**src/rtl/fpu_req_sequencer_pkg.sv**
```systemverilog
// Shared types and default sizing for the FPU request sequencer.
package fpu_req_sequencer_pkg;

  localparam int DATA_W_DEF  = 32;
  localparam int OP_W_DEF    = 2;
  localparam int TAG_W_DEF   = 4;
  localparam int DEPTH_DEF   = 4;
  localparam int TIMEOUT_DEF = 64;

  typedef enum logic [1:0] {
    FPU_ADD = 2'd0,
    FPU_SUB = 2'd1,
    FPU_MUL = 2'd2,
    FPU_DIV = 2'd3
  } fpu_op_e;

  typedef enum logic [1:0] {
    ST_IDLE  = 2'd0,
    ST_ISSUE = 2'd1,
    ST_WAIT  = 2'd2,
    ST_RESP  = 2'd3
  } seq_state_e;

  // Field widths follow the package defaults; the top-level width
  // parameters are expected to match them.
  typedef struct packed {
    logic [DATA_W_DEF-1:0] din1;
    logic [DATA_W_DEF-1:0] din2;
    fpu_op_e               op;
    logic [TAG_W_DEF-1:0]  tag;
  } fpu_req_t;

endpackage

```
**src/rtl/fpu_req_sequencer_seq_fifo.sv**
```systemverilog
// Synchronous request FIFO; pointers wrap naturally because DEPTH is a power of 2.
module seq_fifo
  import fpu_req_sequencer_pkg::*;
#(
  parameter int DEPTH = DEPTH_DEF,
  localparam int PTR_W = $clog2(DEPTH),
  localparam int CNT_W = $clog2(DEPTH) + 1
) (
  input  logic             clk,
  input  logic             reset,
  input  logic             push_i,
  input  fpu_req_t         push_data_i,
  input  logic             pop_i,
  output fpu_req_t         pop_data_o,
  output logic             full_o,
  output logic             empty_o,
  output logic [CNT_W-1:0] count_o
);

  fpu_req_t         mem_q [DEPTH];
  logic [PTR_W-1:0] wr_ptr_q;
  logic [PTR_W-1:0] rd_ptr_q;
  logic [CNT_W-1:0] count_q;
  logic             do_push;
  logic             do_pop;

  assign full_o     = (count_q == CNT_W'(DEPTH));
  assign empty_o    = (count_q == '0);
  assign count_o    = count_q;
  assign do_push    = push_i && !full_o;
  assign do_pop     = pop_i && !empty_o;
  assign pop_data_o = mem_q[rd_ptr_q];

  // Pointer and occupancy tracking; a simultaneous push and pop keeps the count.
  always_ff @(posedge clk or posedge reset) begin
    if (reset) begin
      wr_ptr_q <= '0;
      rd_ptr_q <= '0;
      count_q  <= '0;
    end else begin
      if (do_push) wr_ptr_q <= wr_ptr_q + PTR_W'(1);
      if (do_pop)  rd_ptr_q <= rd_ptr_q + PTR_W'(1);
      if (do_push && !do_pop)      count_q <= count_q + CNT_W'(1);
      else if (!do_push && do_pop) count_q <= count_q - CNT_W'(1);
    end
  end

  // Storage array; contents are don't-care until written, so no reset.
  always_ff @(posedge clk) begin
    if (do_push) mem_q[wr_ptr_q] <= push_data_i;
  end

endmodule

```
**src/rtl/fpu_req_sequencer.sv**
```systemverilog
// Issue stage in front of fpu_top: queues tagged requests, issues one at a
// time, captures the result (or a watchdog abort) and hands it back.
//
// state    | meaning
// ---------+--------------------------------------------------------
// ST_IDLE  | no op in flight; pop the FIFO head when one is queued
// ST_ISSUE | single-cycle fpu_valid pulse with operands from op reg
// ST_WAIT  | waiting for fpu_ready; watchdog counts up
// ST_RESP  | response presented; held until rsp_ready
module fpu_req_sequencer
  import fpu_req_sequencer_pkg::*;
#(
  parameter int DATA_W  = DATA_W_DEF,
  parameter int OP_W    = OP_W_DEF,
  parameter int TAG_W   = TAG_W_DEF,
  parameter int DEPTH   = DEPTH_DEF,
  parameter int TIMEOUT = TIMEOUT_DEF
) (
  input  logic              clk,
  input  logic              reset,
  input  logic              req_valid,
  output logic              req_ready,
  input  logic [DATA_W-1:0] req_din1,
  input  logic [DATA_W-1:0] req_din2,
  input  logic [OP_W-1:0]   req_op,
  input  logic [TAG_W-1:0]  req_tag,
  output logic [DATA_W-1:0] fpu_din1,
  output logic [DATA_W-1:0] fpu_din2,
  output logic [OP_W-1:0]   fpu_op_sel,
  output logic              fpu_valid,
  input  logic [DATA_W-1:0] fpu_result,
  input  logic              fpu_ready,
  output logic              rsp_valid,
  input  logic              rsp_ready,
  output logic [DATA_W-1:0] rsp_result,
  output logic [TAG_W-1:0]  rsp_tag,
  output logic              rsp_err,
  output logic              busy
);

  localparam int WD_W  = $clog2(TIMEOUT) + 1;
  localparam int CNT_W = $clog2(DEPTH) + 1;

  seq_state_e        state_q, state_d;
  fpu_req_t          op_q, op_d;
  fpu_req_t          fifo_head;
  fpu_req_t          fifo_in;
  logic [WD_W-1:0]   wdog_q, wdog_d;
  logic [DATA_W-1:0] res_q, res_d;
  logic              err_q, err_d;
  logic              fifo_pop;
  logic              fifo_full;
  logic              fifo_empty;
  logic [CNT_W-1:0]  fifo_count;

  // req_ready is held low while reset is asserted so nothing is accepted then.
  assign req_ready = !reset && !fifo_full;

  assign fifo_in.din1 = req_din1;
  assign fifo_in.din2 = req_din2;
  assign fifo_in.op   = fpu_op_e'(req_op);
  assign fifo_in.tag  = req_tag;

  seq_fifo #(.DEPTH(DEPTH)) u_fifo (
    .clk         (clk),
    .reset       (reset),
    .push_i      (req_valid && req_ready),
    .push_data_i (fifo_in),
    .pop_i       (fifo_pop),
    .pop_data_o  (fifo_head),
    .full_o      (fifo_full),
    .empty_o     (fifo_empty),
    .count_o     (fifo_count)
  );

  // State, op register, watchdog and captured response.
  always_ff @(posedge clk or posedge reset) begin
    if (reset) begin
      state_q <= ST_IDLE;
      op_q    <= '0;
      wdog_q  <= '0;
      res_q   <= '0;
      err_q   <= 1'b0;
    end else begin
      state_q <= state_d;
      op_q    <= op_d;
      wdog_q  <= wdog_d;
      res_q   <= res_d;
      err_q   <= err_d;
    end
  end

  // Next-state logic; a real result beats a watchdog abort in the same cycle.
  always_comb begin
    state_d  = state_q;
    op_d     = op_q;
    wdog_d   = wdog_q;
    res_d    = res_q;
    err_d    = err_q;
    fifo_pop = 1'b0;
    case (state_q)
      ST_IDLE: begin
        if (!fifo_empty) begin
          fifo_pop = 1'b1;
          op_d     = fifo_head;
          state_d  = ST_ISSUE;
        end
      end
      ST_ISSUE: begin
        wdog_d  = '0;
        state_d = ST_WAIT;
      end
      ST_WAIT: begin
        wdog_d = wdog_q + WD_W'(1);
        if (fpu_ready) begin
          res_d   = fpu_result;
          err_d   = 1'b0;
          state_d = ST_RESP;
        end else if (wdog_q == WD_W'(TIMEOUT - 1)) begin
          res_d   = '0;
          err_d   = 1'b1;
          state_d = ST_RESP;
        end
      end
      ST_RESP: begin
        if (rsp_ready) state_d = ST_IDLE;
      end
      default: state_d = ST_IDLE;
    endcase
  end

  assign fpu_valid  = (state_q == ST_ISSUE);
  assign fpu_din1   = op_q.din1;
  assign fpu_din2   = op_q.din2;
  assign fpu_op_sel = op_q.op;

  // Response bus is zero whenever no response is being presented.
  assign rsp_valid  = (state_q == ST_RESP);
  assign rsp_result = rsp_valid ? res_q : '0;
  assign rsp_tag    = rsp_valid ? op_q.tag : '0;
  assign rsp_err    = rsp_valid && err_q;

  assign busy = (state_q != ST_IDLE) || (fifo_count != '0);

endmodule

```
**config.mk**
```make
export PLATFORM = sky130hd
export DESIGN_NAME = fpu_req_sequencer
export DESIGN_NICKNAME = d
export VERILOG_FILES = /design/src/rtl/fpu_req_sequencer_pkg.sv /design/src/rtl/fpu_req_sequencer_seq_fifo.sv /design/src/rtl/fpu_req_sequencer.sv
export SDC_FILE = /design/constraint.sdc
export NUM_CORES = 1
export LEC_CHECK = 0
export ABC_AREA = 0
export CAP_MARGIN = 0
export CORE_MARGIN = 2
export CORE_UTILIZATION = 59
export DETAILED_ROUTE_END_ITERATION = 10
export PLACE_DENSITY = 0.94
export SLEW_MARGIN = 5
export SYNTH_ARGS = -nofsm -noshare
export SYNTH_HDL_FRONTEND = slang
export SYNTH_SLANG_ARGS = --single-unit
```
**constraint.sdc**
```tcl
create_clock -name clk -period 10 [get_ports clk]
set_clock_uncertainty 0.1 [all_clocks]
set_input_delay 2 -clock clk [delete_from_list [all_inputs] [get_ports clk]]
set_output_delay 2 -clock clk [all_outputs]
set_load 0.02 [all_outputs]
```
## Word level (Yosys, flattened, before mapping)

Memory sizes are Yosys's and may differ from the RTL's. A register that Yosys moved wholly into a read port is not among the register bits.
Cells that the tools add are included.

| storage, ports and cells | value |
|---|---|
| register bits | 49 |
| RAM bits | 280 |
| input bits | 107 |
| output and inout bits | 107 |
| word-level logic and storage cells | 63 |
| memories kept | 1 |

Memory list:

| name | words | width | read ports | clocked after memory_dff | write ports | line | RTL |
|---|---|---|---|---|---|---|---|
| u_fifo.mem_q | 4 | 70 | 1 | 1 | 1 | fpu_req_sequencer_seq_fifo.sv:20 | `fpu_req_t mem_q [DEPTH];` |

| operators by class | value |
|---|---|
| $add $sub $neg | 5 |
| equality and inequality tests | 8 |
| muxes and demuxes | 18 |
| bitwise logic cells | 1 |
| reductions and logical operators | 23 |

Operators by type and width:

| operator | count |
|---|---|
| $mux W32 | 3 |
| $pmux W7 S2 | 1 |
| $mux W2 | 4 |
| $pmux W2 S4 | 1 |
| $reduce_bool A2 Y1 | 4 |
| $add A7 B1 Y7 const B | 1 |
| $eq A7 B6 Y1 const B | 1 |
| $logic_and A1 B1 Y1 | 7 |
| $mux W1 | 6 |
| $mux W3 | 2 |
| $logic_not A1 Y1 | 5 |
| $add A2 B1 Y2 const B | 2 |
| $eq A2 B2 Y1 const B | 2 |
| $mux W4 | 1 |
| $reduce_and A2 Y1 | 2 |
| $add A3 B1 Y3 const B | 1 |
| $eq A3 B3 Y1 const B | 1 |
| $logic_not A3 Y1 | 1 |
| $ne A3 B3 Y1 const B | 1 |
| $reduce_and A3 Y1 | 1 |
| $reduce_bool A3 Y1 | 1 |
| $sub A3 B1 Y3 const B | 1 |
| $eq A2 B1 Y1 const B | 1 |
| $logic_not A2 Y1 | 1 |
| 4 further kinds | 4 |

## Depth between registers and ports, before layout

Gate-level depths: netlist (run 1).

| depth | value |
|---|---|
| depth in word-level cells | 9 |
| mapped depth | 10 |
| mapped depth without buffers | 9 |

## By module

From an unflattened synthesis (run 1), not the netlist that was laid out.

| unflattened totals | value |
|---|---|
| cell total of the unflattened synthesis | 871 |
| area, all modules | 15996.6 um^2 |

By module, submodules not included:

| module | times used | cells an instance | area an instance (um^2) | seq. area each (um^2) |
|---|---|---|---|---|
| seq_fifo | 1 | 402 | 10605.2 | 8583.2 |
| fpu_req_sequencer | 1 | 469 | 5391.4 | 2802.7 |

## Worst setup path after synthesis (run 1)

Ideal clock, no wire load.

| timing path | value |
|---|---|
| kind | input to register |
| start | input port reset |
| end | memory u_fifo.mem_q[1][0] in the netlist's numbering (enable) |
| setup time | 0.436 ns |
| data arrival time | 4.263 ns |
| data required time | 9.464 ns |
| setup slack | 5.201 ns |
| stages on the path | 2 |
| path buffers | 0 |
| cell sequence | a21oi_1 -> and3_1 |

| between the ends | value |
|---|---|
| word-level cells in the longest chain between the ends | 6 |

RTL lines:

| what | line | RTL |
|---|---|---|
| start: declaration | fpu_req_sequencer.sv:20 | `input logic reset,` |
| $logic_not A1 Y1 (no source line) | n/a |  |
| $logic_and A1 B1 Y1 | fpu_req_sequencer.sv:57 | `assign req_ready = !reset && !fifo_full;` |
| $logic_and A1 B1 Y1 | fpu_req_sequencer.sv:67 | `.push_i (req_valid && req_ready),` |
| $logic_and A1 B1 Y1 | fpu_req_sequencer_seq_fifo.sv:30 | `assign do_push = push_i && !full_o;` |
| $mux W1 | fpu_req_sequencer_seq_fifo.sv:50 | `if (do_push) mem_q[wr_ptr_q] <= push_data_i;` |
| $mux W1 (not written as such) | fpu_req_sequencer_seq_fifo.sv:50 |  |
| end: declaration | fpu_req_sequencer_seq_fifo.sv:20 |  |

No other way between the ends.

## Worst setup path after layout (run 1)

| timing path | value |
|---|---|
| start | input port reset |
| end | output port req_ready |

| between the ends | value |
|---|---|
| word-level cells in the longest chain between the ends | 2 |

RTL lines:

| what | line | RTL |
|---|---|---|
| $logic_not A1 Y1 (no source line) | n/a |  |
| $logic_and A1 B1 Y1 | fpu_req_sequencer.sv:57 |  |
| end: declaration | fpu_req_sequencer.sv:22 | `output logic req_ready,` |

No other way between the ends.

==> results.cfg, run 1 <==
[outcome]
outcome = finished clean

[routing]
drt-total-wl_mm = 29.5
antenna_left = 0
num_vias = 7574
remaining_drc_errors = 0
vias_per_cell = 5.76
first_pass_iters = 5
wl_per_cell_um = 22.4
first_iter_violations = 543

[layout]
area_growth_pct = 20.2
mostFrequentLayoutCell = edfxtp_1
fillers = 1514
final_cell_mix = edfxtp_1, clkdlybuf4s50_1, dfrtp_1, mux4_2, mux2_2
drive_gt1_share_pct = 22.3
nets = 1067

[clocking]
clk_latency_ps = 520
cts_resized = 0
cts_max_level = 2
numCtsBuffers = 39
clock_path_buffers = 3
hold_buffers = 0
root_buffer = clkbuf_16
cts_setup_buffers = 0
cts_tree = built
path_clk_slew_ps = 60
clock-sinks = 399

[floorplanning]
dieHeight_um = 167
coreArea_sq_um = 26100
fp.dieW_um = 167
start_util_pct = 60.0
num_rows = 59
pin_count = 214
fp.dieArea_sq_um = 27800

[global_routing]
antenna_found_initial = 0
grt_max_degree = 72
globalRouteOverflowTotal = 0
grt_pass1_wl_mm = 46.2
grt_usage_pct = 21.6
grt_pass1_vias = 8182

[sta]
slew_headroom_pct = 19.6
period_share_pct = 57.1
rsz0062_at_grt = false
fin_crit_ps = 5710
tightest_slew_ps = 1210
fin_ws_ps = 4290
setup_viol = 0
tns_ps = 0
finalHoldViolCount = 0
hold_ws_ps = 392
fmax_mhz = 175
drv_slew = 0

[power_and_ir_drop]
leakagePower_nw = 6.73
p_seq_share_pct = 42.7
power_density_nw_per_um2 = 300
p_sw_mw = 1.67
sw_frac_of_total_pct = 29.6
p_comb_share_pct = 32.0
ir_worst_vdd_v = 0.000239
pwr-share-clk_pct = 25.3
p_int_mw = 3.97
finalPower_mw = 5.64

[placement]
hpwl_mm = 17.7
gp_congestion = 0.787
port_buffers = 213
dp_slack_ps = 4290

[logic_synthesis]
yosysWarnings = 0
syn-num-nets = 909
async_reset_ff_share_pct = 29.8
ys_ff_latch = 399
syn_inst = 790
synth_area_sq_um = 15600
synth_edf_count = 280
ys_top_cells_by_area = edfxtp_1, dfrtp_1, mux4_2, mux2_2, buf_4
synth_flop_cell = edfxtp_1
yosysTopAreaCellShare_pct = 53.8
synth_area_leader_cell = edfxtp_1
synth_cell_types = 39
syn_avg_cell_area_sq_um = 19.8
seq_area_frac_synth_pct = 72.8

[critical_path]
crit_path_max_fanout = 6
worstPathCellList = clkdlybuf4s50_1, a21oi_1, clkdlybuf4s50_1
cp.arrival_ps = 3610
endpoint_kind = output pin
crit_buf_inv = 2
cp_slowest_cell = clkdlybuf4s50_1
start_kind = input pin
slowest_delay_ps = 700
crit_type = in2out
crit_family = buffers and inverters
cp_common_cell = clkdlybuf4s50_1
cp.required_ps = 7900

[job]
cap_violations = 0

[hold_path]
hp-class = reg2reg
## layer usage
metal  GRT usage (%)  vias up  routed length (um)
met1            26.6     3927               11500
li1                -     3323                   -
met2            38.1      283               15200
met5               0        -                   0
met3            6.32       41                2280
met4            4.91        0                 450
## sequential cells by signal, indices dropped and copies added (netlist names)
signal,cells
err_q,1
fpu_din1,32
fpu_din2,32
fpu_op_sel,2
op_q,4
res_q,32
state_q,2
u_fifo.count_o,3
u_fifo.mem_q,280
u_fifo.rd_ptr_q,2
u_fifo.wr_ptr_q,2
wdog_q,7
## kinds of logic after synthesis
kind of cell	after synthesis	synth area share, %
XOR/XNOR	6	0.336
buffers and inverters	115	5.10
flip-flops	399	72.8
multiplexers	144	15.6
AO/OA/AOI/OAI	49	2.66
AND/OR/NAND/NOR	65	2.52
adder cells (fa/ha/maj)	12	1.01
## stage by stage
stage / area, sq um / util (%) / cells
final: 18800 / 72.1 / 1315
after global routing: 18800 / 72.1 / 1314
after CTS: 18800 / 72.1 / 1314
after detailed placement: 17500 / 67.2 / 1242
after global placement: 17500 / 67.2 / 1242
after floorplan: 15600 / - / 790
## worst reg2reg max path, stage by stage (launching register included)
cell     delay [ps]
dfrtp_4         730
buf_4           860
mux4_2          660
mux2_1          300
## Yosys cell counts, types with 2 or more instances
library cell,count
a21oi_1,3
a22o_1,35
and2_1,39
and3_1,4
buf_2,5
buf_4,66
buf_6,15
clkbuf_1,15
dfrtp_1,119
edfxtp_1,280
ha_1,11
inv_1,13
mux2_2,64
mux2_4,7
mux2i_1,2
mux4_2,70
nand2_1,5
nand3_1,4
nand4_1,2
nor2_1,5
o21ai_0,4
xnor2_1,3
xor2_1,3
## power by group through the flow
stage	clock, mW	sequential (mW)	combinational, mW
after floorplan	0	2.28	1.51
after global placement	0	2.41	1.76
after detailed placement	0	2.44	1.81
after CTS	1.46	2.42	1.83
after global routing	1.53	2.45	1.93
final	1.43	2.41	1.80
## cell type report
| class | count | area, sq um | share of cell area, % |
|---|---|---|---|
| clock inverters | 16 | 166 | 0.885 |
| well taps | 335 | 419 | 2.23 |
| repair buffers | 219 | 2180 | 11.6 |
| multi-input cells | 276 | 3480 | 18.5 |
| clock buffers | 56 | 1100 | 5.86 |
| inverters | 13 | 53.8 | 0.286 |
| flip-flops and latches | 399 | 11400 | 60.6 |
| diodes | 1 | 2.50 | 0.0133 |
## final timing paths
path	to	slack, ps	depth (start not counted)	start
setup / recovery	req_ready	4290	3	reset
hold / removal	res_q[0]$_DFFE_PP0P_	390	1	res_q[0]$_DFFE_PP0P_
setup reg to reg	fpu_din2[31]$_DFFE_PP0P_	7230	3	u_fifo.rd_ptr_q[0]$_DFFE_PP0P_
hold reg to reg	res_q[0]$_DFFE_PP0P_	390	1	res_q[0]$_DFFE_PP0P_
max in group asynchronous	u_fifo.rd_ptr_q[1]$_DFFE_PP0P_	6590	3	reset
min in group asynchronous	fpu_din1[26]$_DFFE_PP0P_	1930	2	reset
No activity file was read; power rests on OpenSTA's default activity.
==> run 2: changes to the inputs <==
--- a/config.mk
+++ b/config.mk
@@ -8,9 +8,9 @@
 export ABC_AREA = 0
 export CAP_MARGIN = 0
 export CORE_MARGIN = 2
-export CORE_UTILIZATION = 59
+export CORE_UTILIZATION = 49
 export DETAILED_ROUTE_END_ITERATION = 10
-export PLACE_DENSITY = 0.94
+export PLACE_DENSITY = 0.84
 export SLEW_MARGIN = 5
 export SYNTH_ARGS = -nofsm -noshare
 export SYNTH_HDL_FRONTEND = slang
==> constraint.sdc (replaced) <==
create_clock -name clk -period 4.6 [get_ports clk]
set_clock_uncertainty 0.1 [all_clocks]
set_input_delay 0.92 -clock clk [delete_from_list [all_inputs] [get_ports clk]]
set_output_delay 0.92 -clock clk [all_outputs]
set_load 0.02 [all_outputs]
==> results.cfg, run 2 (synthesis gave the netlist of run 1 again) <==
[outcome]
outcome = finished clean

[placement]
dp_slack_ps = 1020
port_buffers = 213
dpl-instance-area_sq_um = 17700
hpwl_mm = 17.5
gp_congestion = 0.742
dp.cells = 1311

[job]
cap_violations = 0

[floorplanning]
fp.dieArea_sq_um = 33400
dieHeight_um = 183
start_util_pct = 49.7
fp.dieW_um = 183
pin_count = 214
num_rows = 65
coreArea_sq_um = 31500

[critical_path]
start_kind = register
setup.worst_path.start = state_q[0]$_DFFE_PP0P_
timing.rr.start = state_q[0]$_DFFE_PP0P_
cp.arrival_ps = 2610
crit_path_max_fanout = 39
cp.required_ps = 3580
endpoint_kind = output pin
crit_type = reg2out

[routing]
first_pass_iters = 6
first_iter_violations = 392
drt-total-wl_mm = 29.2
vias_per_cell = 5.41
remaining_drc_errors = 0
num_vias = 7518
antenna_left = 0
wl_per_cell_um = 21.0

[layout]
largest_register_ffs = 280
final_area_sq_um = 19100
mostFrequentLayoutCell = edfxtp_1
instances_no_fill = 1389
drive_gt1_share_pct = 23.4
area_growth_pct = 22.1
final_cell_mix = edfxtp_1, clkdlybuf4s50_1, dfrtp_1, mux4_2, mux2_2
top_register = u_fifo.mem_q
nets = 1071
fin_util_pct = 60.6

[power_and_ir_drop]
power_density_nw_per_um2 = 653
leakagePower_nw = 6.81
finalPower_mw = 12.5
ir_worst_vdd_v = 0.000478

[clocking]
clock_path_buffers = 3
path_clk_slew_ps = 60
cts_tree = built
cts_max_level = 2
clock-sinks = 399
root_buffer = clkbuf_16
cts_resized = 0
cts_setup_buffers = 0
hold_buffers = 0
clk_latency_ps = 530
numCtsBuffers = 41

[sta]
period_share_pct = 78.9
fin_crit_ps = 3630
drv_slew = 0
tightest_slew_ps = 1210
tns_ps = 0
setup_viol = 0
fmax_mhz = 275
rsz0062_at_grt = false
finalHoldViolCount = 0
slew_headroom_pct = 19.5
fin_ws_ps = 969
hold_ws_ps = 391

[hold_path]
min-delay-start = res_q[12]$_DFFE_PP0P_
hp-class = reg2reg

[global_routing]
grt_pass1_wl_mm = 46.0
grt_usage_pct = 17.9
grt_pass1_vias = 8097
grt_max_degree = 88
antenna_found_initial = 2
globalRouteOverflowTotal = 0
[run 2: cell types whose count changed in the layout (fill, tap and decap cells not counted)]
cell / before / now
bufinv_16: 3 / 4
clkinv_4: 0 / 2
diode_2: 1 / 2
clkbuf_16: 40 / 41
clkbuf_8: 4 / 5
clkinv_1: 3 / 5
inv_6: 2 / 3
clkinvlp_4: 0 / 3
clkbuf_1: 12 / 4
buf_4: 6 / 2
buf_12: 0 / 6
clkinv_8: 1 / 2
[run 2: power by group]
group	total [mW]	switching (mW)	leakage, nW	internal, mW
registers	5.24	0.579	3.98	4.66
clock network	3.32	1.36	0.673	1.96
logic	3.90	1.75	2.16	2.15
total	12.5	3.69	6.81	8.77
[run 2: critical path, stage by stage (launching register included)]
cell	delay, ps
dfrtp_1	400
ha_1	820
and2_1	250
clkdlybuf4s50_1	610
[run 2: final timing paths]
path / to / slack, ps / cells past startpoint
max: rsp_result[20] / 970 / 3
min: res_q[12]$_DFFE_PP0P_ / 390 / 1
min reg2reg: res_q[12]$_DFFE_PP0P_ / 390 / 1
max in group asynchronous: u_fifo.rd_ptr_q[1]$_DFFE_PP0P_ / 2820 / 2
max reg2reg: u_fifo.count_o[2]$_DFFE_PP0P_ / 1920 / 10
min in group asynchronous: fpu_din2[11]$_DFFE_PP0P_ / 850 / 2
[run 2: area by class of cell]
type | instances | area (sq um)
fillers | 2218 | 12400
flip-flops and latches | 399 | 11400
multi-input cells | 276 | 3480
repair buffers | 221 | 2270
clock buffers | 50 | 1110
well taps | 402 | 503
clock inverters | 26 | 269
inverters | 13 | 53.8
diodes | 2 | 5.00
[run 2: metal layers]
| metal | GRT usage, % | share of wire, % | vias up |
|---|---|---|---|
| met5 | 0 | 0 | - |
| met4 | 4.42 | 2.0 | 0 |
| li1 | - | - | 3326 |
| met3 | 4.77 | 7.3 | 48 |
| met2 | 30.2 | 49 | 257 |
| met1 | 23.4 | 42 | 3887 |
==> run 3: changes to the inputs <==
--- a/config.mk
+++ b/config.mk
@@ -8,9 +8,9 @@
 export ABC_AREA = 0
 export CAP_MARGIN = 0
 export CORE_MARGIN = 2
-export CORE_UTILIZATION = 49
+export CORE_UTILIZATION = 55
 export DETAILED_ROUTE_END_ITERATION = 10
-export PLACE_DENSITY = 0.84
+export PLACE_DENSITY = 0.89
 export SLEW_MARGIN = 5
 export SYNTH_ARGS = -nofsm -noshare
 export SYNTH_HDL_FRONTEND = slang
==> constraint.sdc (replaced) <==
create_clock -name clk -period 3.5 [get_ports clk]
set_clock_uncertainty 0.1 [all_clocks]
set_input_delay 0.7 -clock clk [delete_from_list [all_inputs] [get_ports clk]]
set_output_delay 0.7 -clock clk [all_outputs]
set_load 0.02 [all_outputs]
==> results.cfg, run 3 (synthesis gave the netlist of run 1 again) <==
[power_and_ir_drop]
ir_worst_vdd_v = 0.000691
p_int_mw = 11.5
p_sw_mw = 4.86
pwr-share-clk_pct = 26.0
leakagePower_nw = 6.83
sw_frac_of_total_pct = 29.7
power_density_nw_per_um2 = 859
p_comb_share_pct = 32.2
p_seq_share_pct = 41.7

[layout]
drive_gt1_share_pct = 23.9
final_cell_mix = edfxtp_1, clkdlybuf4s50_1, dfrtp_1, mux4_2, mux2_2
seq_area_sq_um = 11400
multi_input_area_sq_um = 3480
nets = 1078
mostFrequentLayoutCell = edfxtp_1
top_register = u_fifo.mem_q
area_growth_pct = 21.9
fin_util_pct = 68.4
final_area_sq_um = 19100
fillers = 1692
largest_register_ffs = 280

[sta]
tns_ps = 0
hold_ws_ps = 392
tightest_slew_ps = 1140
finalHoldViolCount = 0
rsz0062_at_grt = false
slew_headroom_pct = 24.1
fmax_mhz = 321
period_share_pct = 88.9
fin_crit_ps = 3110
setup_viol = 0
drv_slew = 0

[critical_path]
endpoint_kind = output pin
setup.worst_path.start = state_q[1]$_DFFE_PP0P_
reg2reg_depth = 5
cp.required_ps = 2700
r2r_setup_slack_ps = 1090
start_kind = register
cp.arrival_ps = 2310
timing.rr.start = state_q[0]$_DFFE_PP0P_
crit_type = reg2out
crit_path_max_fanout = 4
reg2reg_to = fpu_din1[17]$_DFFE_PP0P_

[clocking]
hold_buffers = 0
cts_resized = 0
root_buffer = clkbuf_16
clock-sinks = 399
path_clk_slew_ps = 60
numCtsBuffers = 40
clock_path_buffers = 3
cts_max_level = 2
clk_latency_ps = 530
cts_setup_buffers = 0
cts_tree = built

[routing]
first_pass_iters = 5
first_iter_violations = 543
remaining_drc_errors = 0
antenna_left = 0
num_vias = 7573
vias_per_cell = 5.52
wl_per_cell_um = 22.1
drt-total-wl_mm = 30.3

[global_routing]
grt_pass1_wl_mm = 47.5
antenna_found_initial = 4
grt_max_degree = 73
grt_pass1_vias = 8152
globalRouteOverflowTotal = 0
grt_usage_pct = 20.8

[floorplanning]
num_rows = 61
start_util_pct = 56.1
coreArea_sq_um = 27900
pin_count = 214
dieHeight_um = 173
fp.dieArea_sq_um = 29800
fp.dieW_um = 173

[placement]
hpwl_mm = 18.0
gp_congestion = 0.794
dpl-instance-area_sq_um = 17700
port_buffers = 213

[hold_path]
holdPathStages = 1
min-delay-start = res_q[11]$_DFFE_PP0P_
hp-class = reg2reg
holdPathEnd = res_q[11]$_DFFE_PP0P_

[outcome]
outcome = finished clean

[job]
cap_violations = 0
==> run 3: cell count changes in the layout (fill, tap and decap cells not counted), sizes merged <==
cell      before  now
buf            8   16
clkbuf        50   46
clkinv        17   16
clkinvlp       3    5
inv           15   16
==> run 3: metal layers <==
metal  track usage (%)  wire length, um  up-vias
met2              35.3            15100      293
met3              5.15             2130       57
met5                 0               28        -
met4              5.88              684        4
met1              27.0            12300     3874
li1                  -                -     3345
==> run 3: power groups by stage <==
| stage | Combinational [mW] | Sequential, mW | Clock, mW |
|---|---|---|---|
| finish | 5.28 | 6.83 | 4.26 |
| global route | 5.65 | 6.95 | 4.53 |
| CTS | 5.38 | 6.86 | 4.35 |
| detailed placement | 5.31 | 6.92 | 0 |
| global placement | 5.20 | 6.86 | 0 |
| floorplan | 4.30 | 6.53 | 0 |
==> run 3: cell type report <==
| class | count | area share (%) |
|---|---|---|
| diodes | 2 | 0.0262 |
| clock inverters | 28 | 1.38 |
| flip-flops and latches | 399 | 59.8 |
| repair buffers | 229 | 12.2 |
| clock buffers | 46 | 5.64 |
| multi-input cells | 276 | 18.2 |
| inverters | 13 | 0.276 |
| well taps | 378 | 2.48 |
==> run 3: how the worst max path moves through the flow <==
stage | endpoint | slack, ps
3_5_place_dp | u_fifo.count_o[2]$_DFFE_PP0P_ | 590
5_1_grt | busy | 290
3_3_place_gp | u_fifo.count_o[2]$_DFFE_PP0P_ | 710
6_report | busy | 390
2_1_floorplan | u_fifo.mem_q[1][0]$_DFFE_PP_ | 0.7
4_1_cts | busy | 330
==> run 3: per-stage QoR <==
step                      instances  power [mW]  setup slack [ps]
after global placement         1295        12.1               713
after CTS                      1369        16.6               335
after global routing           1370        17.1               293
after floorplan                 790        10.8             0.653
after detailed placement       1295        12.2               595
final                          1371        16.4               387
==> run 3: critical path, cell delays in order (launching register included) <==
cell and delay [ps]:
dfrtp_1 400, inv_1 120, ha_1 220, or4b_4 490
clkdlybuf4s50_1 560
